$ cat src/rtl/stone_drawer_if.sv
// Stone drawer bus: start/quantity command, shared-RAM read port and VGA pixel write stream.
// master is the drawer itself, slave is the controller/RAM/VGA side.
interface stone_drawer_if;
    logic        start;
    logic [3:0]  quantity;
    logic [31:0] stone_data;
    logic        draw_stone_flag;
    logic [3:0]  draw_index;
    logic        plot;
    logic [8:0]  vga_x;
    logic [7:0]  vga_y;
    logic [8:0]  colour;
    logic        done;

    modport master (
        input  start, quantity, stone_data,
        output draw_stone_flag, draw_index, plot, vga_x, vga_y, colour, done
    );

    modport slave (
        output start, quantity, stone_data,
        input  draw_stone_flag, draw_index, plot, vga_x, vga_y, colour, done
    );
endinterface

$ cat src/rtl/stone_drawer.sv
// Stone renderer: per entry 3 fetch cycles, +256 erase, +256 draw, +1 advance; done one cycle after the last entry.
// No backpressure: one pixel per cycle, start is dropped unless idle.
module stone_drawer #(
    parameter logic [8:0] COL_STONE   = 9'b100_100_100,
    parameter logic [8:0] COL_GOLD    = 9'b111_110_000,
    parameter logic [8:0] COL_DIAMOND = 9'b000_111_111,
    parameter logic [8:0] COL_BG      = 9'b011_010_001
) (
    input  logic           clock,
    input  logic           resetn,
    stone_drawer_if.master bus
);

    typedef enum logic [2:0] {
        S_IDLE, S_ADDR, S_WAIT, S_LATCH, S_ERASE, S_DRAW, S_NEXT, S_DONE
    } state_t;

    state_t      state;
    logic [3:0]  qreg;
    logic [3:0]  idx;
    logic [7:0]  pc;
    logic [8:0]  cur_x;
    logic [7:0]  cur_y;
    logic [1:0]  cur_type;
    logic        cur_vis;

    // Where each stone was last drawn, so it can be erased when it moves or vanishes.
    logic [15:0] sh_v;
    logic [8:0]  sh_x [16];
    logic [7:0]  sh_y [16];

    logic        erase_needed;
    logic [8:0]  type_col;
    logic        emit;
    logic [8:0]  emit_x;
    logic [7:0]  emit_y;
    logic [7:0]  emit_pc;
    logic [8:0]  emit_col;
    logic [9:0]  sum_x;
    logic [9:0]  sum_y;
    logic        in_view;
    logic        unused_bits;

    assign erase_needed = sh_v[idx] & (~cur_vis | (sh_x[idx] != cur_x) | (sh_y[idx] != cur_y));

    always_comb begin
        case (cur_type)
            2'b00:   type_col = COL_STONE;
            2'b01:   type_col = COL_GOLD;
            default: type_col = COL_DIAMOND;
        endcase
    end

    // Pixel to present next cycle: first pixel of a box on entry, then pc+1 while scanning.
    always_comb begin
        emit     = 1'b0;
        emit_x   = cur_x;
        emit_y   = cur_y;
        emit_pc  = 8'd0;
        emit_col = type_col;
        case (state)
            S_LATCH: begin
                if (erase_needed) begin
                    emit     = 1'b1;
                    emit_x   = sh_x[idx];
                    emit_y   = sh_y[idx];
                    emit_col = COL_BG;
                end else if (cur_vis) begin
                    emit = 1'b1;
                end
            end
            S_ERASE: begin
                if (pc != 8'hFF) begin
                    emit     = 1'b1;
                    emit_x   = sh_x[idx];
                    emit_y   = sh_y[idx];
                    emit_pc  = pc + 8'd1;
                    emit_col = COL_BG;
                end else if (cur_vis) begin
                    emit = 1'b1;
                end
            end
            S_DRAW: begin
                if (pc != 8'hFF) begin
                    emit    = 1'b1;
                    emit_pc = pc + 8'd1;
                end
            end
            default: ;
        endcase
    end

    assign sum_x   = {1'b0, emit_x} + {6'd0, emit_pc[3:0]};
    assign sum_y   = {2'd0, emit_y} + {6'd0, emit_pc[7:4]};
    assign in_view = (sum_x < 10'd320) && (sum_y < 10'd240);

    assign unused_bits = ^{bus.stone_data[22:19], bus.stone_data[10:4], bus.stone_data[0],
                           sum_x[9], sum_y[9:8]};

    always_ff @(posedge clock) begin
        if (!resetn) begin
            state               <= S_IDLE;
            qreg                <= 4'd0;
            idx                 <= 4'd0;
            pc                  <= 8'd0;
            cur_x               <= 9'd0;
            cur_y               <= 8'd0;
            cur_type            <= 2'd0;
            cur_vis             <= 1'b0;
            sh_v                <= 16'd0;
            bus.draw_stone_flag <= 1'b0;
            bus.draw_index      <= 4'd0;
            bus.plot            <= 1'b0;
            bus.vga_x           <= 9'd0;
            bus.vga_y           <= 8'd0;
            bus.colour          <= 9'd0;
            bus.done            <= 1'b0;
        end else begin
            bus.done <= 1'b0;
            bus.plot <= 1'b0;
            if (emit) begin
                // Clipped pixels still advance the scan; only plot and colour are suppressed.
                bus.plot  <= in_view;
                bus.vga_x <= sum_x[8:0];
                bus.vga_y <= sum_y[7:0];
                pc        <= emit_pc;
                if (in_view) begin
                    bus.colour <= emit_col;
                end
            end

            case (state)
                S_IDLE: begin
                    if (bus.start) begin
                        qreg           <= bus.quantity;
                        idx            <= 4'd0;
                        bus.draw_index <= 4'd0;
                        if (bus.quantity == 4'd0) begin
                            state    <= S_DONE;
                            bus.done <= 1'b1;
                        end else begin
                            state               <= S_ADDR;
                            bus.draw_stone_flag <= 1'b1;
                        end
                    end
                end
                S_ADDR: state <= S_WAIT;
                S_WAIT: begin
                    // RAM q is valid two edges after the address was presented.
                    cur_x    <= bus.stone_data[31:23];
                    cur_y    <= bus.stone_data[18:11];
                    cur_type <= bus.stone_data[3:2];
                    cur_vis  <= bus.stone_data[1];
                    state    <= S_LATCH;
                end
                S_LATCH: begin
                    if (erase_needed) begin
                        state <= S_ERASE;
                    end else if (cur_vis) begin
                        state <= S_DRAW;
                    end else begin
                        state <= S_NEXT;
                    end
                end
                S_ERASE: begin
                    if (pc == 8'hFF) begin
                        sh_v[idx] <= 1'b0;
                        state     <= cur_vis ? S_DRAW : S_NEXT;
                    end
                end
                S_DRAW: begin
                    if (pc == 8'hFF) begin
                        sh_v[idx] <= 1'b1;
                        sh_x[idx] <= cur_x;
                        sh_y[idx] <= cur_y;
                        state     <= S_NEXT;
                    end
                end
                S_NEXT: begin
                    idx <= idx + 4'd1;
                    if (idx + 4'd1 == qreg) begin
                        state               <= S_DONE;
                        bus.draw_stone_flag <= 1'b0;
                        bus.done            <= 1'b1;
                    end else begin
                        bus.draw_index <= idx + 4'd1;
                        state          <= S_ADDR;
                    end
                end
                S_DONE:  state <= S_IDLE;
                default: state <= S_IDLE;
            endcase
        end
    end

endmodule

$ cat src/flat_wrapper.sv
// flat-port wrapper written by rule: the top's interface ports become plain ports
module stone_drawer_flat 
#(
    parameter logic [8:0] COL_STONE   = 9'b100_100_100,
    parameter logic [8:0] COL_GOLD    = 9'b111_110_000,
    parameter logic [8:0] COL_DIAMOND = 9'b000_111_111,
    parameter logic [8:0] COL_BG      = 9'b011_010_001
)
  (clock, resetn, bus_start, bus_quantity, bus_stone_data, bus_draw_stone_flag, bus_draw_index, bus_plot, bus_vga_x, bus_vga_y, bus_colour, bus_done);
  stone_drawer_if bus_i ();
  input  logic clock;
  input  logic resetn;
  input wire logic [$bits(bus_i.start)-1:0] bus_start;
  input wire logic [$bits(bus_i.quantity)-1:0] bus_quantity;
  input wire logic [$bits(bus_i.stone_data)-1:0] bus_stone_data;
  output wire logic [$bits(bus_i.draw_stone_flag)-1:0] bus_draw_stone_flag;
  output wire logic [$bits(bus_i.draw_index)-1:0] bus_draw_index;
  output wire logic [$bits(bus_i.plot)-1:0] bus_plot;
  output wire logic [$bits(bus_i.vga_x)-1:0] bus_vga_x;
  output wire logic [$bits(bus_i.vga_y)-1:0] bus_vga_y;
  output wire logic [$bits(bus_i.colour)-1:0] bus_colour;
  output wire logic [$bits(bus_i.done)-1:0] bus_done;
  assign bus_i.start = bus_start;
  assign bus_i.quantity = bus_quantity;
  assign bus_i.stone_data = bus_stone_data;
  assign bus_draw_stone_flag = bus_i.draw_stone_flag;
  assign bus_draw_index = bus_i.draw_index;
  assign bus_plot = bus_i.plot;
  assign bus_vga_x = bus_i.vga_x;
  assign bus_vga_y = bus_i.vga_y;
  assign bus_colour = bus_i.colour;
  assign bus_done = bus_i.done;
  stone_drawer #(.COL_STONE(COL_STONE), .COL_GOLD(COL_GOLD), .COL_DIAMOND(COL_DIAMOND), .COL_BG(COL_BG)) u_core (.clock(clock), .resetn(resetn), .bus(bus_i));
endmodule
$ cat config.mk
export PLATFORM = sky130hd
export DESIGN_NAME = stone_drawer_flat
export DESIGN_NICKNAME = d
export VERILOG_FILES = /design/src/rtl/stone_drawer_if.sv /design/src/rtl/stone_drawer.sv /design/src/flat_wrapper.sv
export SDC_FILE = /design/constraint.sdc
export NUM_CORES = 1
export LEC_CHECK = 0
export CORE_MARGIN = 2
export CORE_UTILIZATION = 35
export DETAILED_ROUTE_END_ITERATION = 6
export GPL_TIMING_DRIVEN = 0
export PLACE_DENSITY = 0.56
export RECOVER_POWER = 25
export REMOVE_ABC_BUFFERS = 1
export SLEW_MARGIN = 40
export SYNTH_ARGS = -nofsm -noshare
export SYNTH_HDL_FRONTEND = slang
export SYNTH_SLANG_ARGS = --single-unit
$ cat constraint.sdc
create_clock -name clock -period 8.5 [get_ports clock]
set_clock_uncertainty 0.05 [all_clocks]
set_input_delay 1.275 -clock clock [delete_from_list [all_inputs] [get_ports clock]]
set_output_delay 1.275 -clock clock [all_outputs]
set_load 0.03 [all_outputs]
==> impl_results.md <==
* Cells on worst reg2reg path at 20
* Post-CTS sizing at 0
* Hold_buf cts at 0
* Mux share of post-synthesis cell area at 13.5%
* Max_slew headroom at about 43%
* Synth Register Bits at 362
* Least-Margin Pin Slew at 861 ps
* Initial antenna violation count at 0
* Sequential area share after synthesis at 63.0%
* Status: complete, no violations
* Startpoint types: flip-flop
* Ratio of cells with drive above 1 in the final layout at 16.6%
* Final-report max-slew violation count at 0
* Reg clk slew, reported paths at 60 ps
* Total Routing Usage GR at 16.7%
* Port buffer count at 59
* CP Data Arrival Time at roughly 7500 ps
* CP Max Fanout at 23
* Mapped Avg Cell Area at roughly 14 um^2
* Crit path time final at 7060 ps
* Gpl congestion at ~0.75
* PD cells at 212 nW/um^2
* Drt initial violations at 734
* Area contributors post-synth: edfxtp_1 52%, dfxtp_1 11%, mux4_2 7.3%
* FFs w/ async S/R, synth at 0%
* Share of the synthesized area in the top cell type at approximately half
* Setup_tns at 0 ps
* HPWL Detailed at about 26000 um
* Post-Synth XOR/XNOR Area at between 1.5 and 2%
* Ys flop type: edfxtp_1
* Synth Area in Compound Gates at around 6.4%
* Die Wd at 217 um
* Post-CTS Setup Bufs at 0
* Critical path endpoint category: flip-flop
* First-pass detailed-route iteration total at 5
* Hold Path Class: reg -> reg
* NumNets Final at around 1300
* Warnings from Yosys at 0
* Worst vdd ir at ~0.12 mV
* Routed vias/inst at 5.28
* WL final at 38900 um
* Layout area overhead at 18.5%
* Hold Worst Slack at 402 ps
* First-pass GRT wire length at 59100 um
* Clk root buf: clkbuf_16
* Final setup viols at 0
* GRT overflow at 0
* Maxcap violations at 0
* Die Area at 47000 um^2
* Largest family of logic cells by synthesized area: multiplexers
* CTS Buf Count at 39
* Leak pwr at 0.00599 uW
* Number of synthesized flops with an enable pin at 272
* Simple-Gate Fraction of Synth Area at 11.1%
* Max Freq at 142 MHz
* Final setup margin at 1440 ps
* RSZ-0062 raised after global routing: false
* Worst setup path category: reg -> reg
* Vias at 9771
* WP data required at 8910 ps
* CTS sink cnt at 362
* Final period utilization at 83.0%
* Final Hold Vio Count at 0
* CP bufs+invs at 3
* Number of global-route vias before repair at 9657
* Setup slack after placement at roughly 1300 ps
* Largest net degree at the start of global routing at between 40 and 50
* Htree depth at 2
* CTS Buffer Depth at 3
* CTS tree: yes
* Util after Layout at 42.3%
* Clock Latency Late Sink at between 500 and 600 ps
* CP max stage delay at 640 ps
* Synth Area in Adders at 1.28%
* Wire per inst at 21.0 um
* ANT nets after route at 0
* Io pins at 72
* Num rows at 77
* # diodes at 0
* Delay-heaviest family, CP: simple AND/OR/NAND/NOR gates
* Initial core utilization at 35.7%
* Die height at around 220 um
* Core ar. at 44400 um^2
* Cell taking the most area after synthesis: edfxtp_1
* Hold path cells at 2
* DRC Markers at 0
* Post-Syn Instances at 1166
* Crit. path cell count at 20
* Synthesized area at 15800 um^2
* Critical Path, Cell by Cell: buf_12 -> buf_12 -> nor2b_1 -> a22oi_1 -> a211o_1 -> nand3_1 -> nand4_1 -> nor4_4 -> a31oi_4 -> buf_8 -> o21ai_0 -> ha_1 -> a21o_1 -> a21oi_1 -> or4_1 -> mux2i_1 -> or4_4 -> a221o_1 -> or4_1 -> o21ai_1
* Distinct cells, synth at 71
* Worst path slowest cell: nor2b_1
## cell type report
class | count | area (um^2)
clock inverters | 16 | 201
fillers | 3996 | 25600
flip-flops and latches | 362 | 9980
repair buffers | 98 | 1220
clock buffers | 52 | 1030
inverters | 14 | 57.6
well taps | 592 | 741
multi-input cells | 717 | 5530
## path summary, 6_finish.rpt
| check | startpoint | endpoint | slack, ps |
|---|---|---|---|
| worst max-delay path | flip-flop | u_core.bus.colour[3] | 1440 |
| worst min-delay path | u_core.bus.colour[5] | u_core.bus.colour[5] | 400 |
| worst max register to register | flip-flop | u_core.bus.colour[3] | 1440 |
| worst min register to register | u_core.bus.colour[5] | u_core.bus.colour[5] | 400 |
## cell families after synthesis
kind of cell             count (synthesis)
multiplexers                           145
AO/OA/AOI/OAI                          161
XOR/XNOR                                33
flip-flops                             362
AND/OR/NAND/NOR                        363
buffers and inverters                   87
adder cells (fa/ha/maj)                 15
## worst register-to-register path, cell delays in order, from the launching register on
cell and delay [ps]:
dfxtp_4 620, buf_12 260, buf_12 230, nor2b_1 640, a22oi_1 280, a211o_1 340
nand3_1 80, nand4_1 240, nor4_4 420, a31oi_4 250, buf_8 230, o21ai_0 590
ha_1 400, a21o_1 200, a21oi_1 290, or4_1 160, mux2i_1 110, or4_4 550
a221o_1 430, or4_1 530, o21ai_1 80
## report_power, final
group	total (uW)	internal [uW]	leakage, uW	switching, uW
logic	281	110	0.00214	171
clock network	1670	1000	0.000602	670
registers	2030	1950	0.00324	75.4
total	3980	3070	0.00599	917
## per-stage QoR
stage,instance area [um^2],cells,total power [uW]
floorplan,15400,1093,2210
global placement,16800,1744,2340
detailed placement,17500,1783,2350
CTS,18800,1851,4020
global route,18800,1851,4140
finish,18800,1851,3980
## flip-flops by register name, summed over array words and instances (netlist names), named ones only
signal                      count
u_core.bus.draw_index           4
u_core.pc                       8
u_core.cur_vis                  1
u_core.bus.draw_stone_flag      1
u_core.sh_y                   128
u_core.bus.plot                 1
u_core.cur_type                 2
u_core.bus.vga_x                9
u_core.idx                      4
u_core.qreg                     4
u_core.bus.done                 1
u_core.state                    3
u_core.bus.vga_y                8
u_core.cur_x                    9
u_core.sh_x                   144
u_core.cur_y                    8
u_core.bus.colour               7
## cells in the mapped netlist (4+ instances only)
cell,instances
a211oi_1,10
a21o_1,4
a21oi_1,77
a22o_1,4
a22oi_1,5
and2_1,5
and3_1,7
and4_1,5
buf_2,8
buf_4,10
buf_6,12
clkbuf_1,40
dfxtp_1,90
edfxtp_1,272
ha_1,13
inv_1,13
mux2_1,4
mux2_2,31
mux2i_1,58
mux4_2,51
nand2_1,131
nand2b_1,9
nand3_1,40
nand4_1,5
nor2_1,84
nor2b_1,9
nor3_1,22
nor3b_1,4
nor4_1,8
nor4b_1,8
o21ai_0,19
o22ai_1,7
or3_1,6
or4_1,5
xnor2_1,24
xor2_1,9
## cells in the final DEF, fill, tap and decap left out, types with 6 or more instances in the layout
cell | synthesis | layout
and3_1 | 7 | 7
o22ai_1 | 7 | 7
clkbuf_16 | 0 | 39
mux2i_1 | 58 | 58
nor2_4 | 0 | 12
clkbuf_1 | 40 | 12
nor2_1 | 84 | 72
mux2_2 | 31 | 31
nor3_2 | 0 | 7
clkdlybuf4s50_1 | 0 | 59
nor4_1 | 8 | 8
clkinv_1 | 0 | 6
nand3_1 | 40 | 39
dfxtp_1 | 90 | 86
edfxtp_1 | 272 | 272
inv_1 | 13 | 12
a211oi_1 | 10 | 10
nor4b_1 | 8 | 8
nand2_1 | 131 | 131
mux4_2 | 51 | 51
buf_16 | 0 | 12
a21oi_1 | 77 | 77
o21ai_0 | 19 | 19
buf_4 | 10 | 12
nand2b_1 | 9 | 9
nor2b_1 | 9 | 9
xor2_1 | 9 | 9
ha_1 | 13 | 13
nor3_1 | 22 | 15
xnor2_1 | 24 | 24
## layer usage
layer,vias up,global-route usage (%),part of all wire (%)
met4,0,4.73,2.3
met2,202,28.1,49
li1,4543,-,-
met3,72,2.86,4.5
met5,-,0,0
met1,4954,22.1,44
Power figures use the tool's default switching activity.
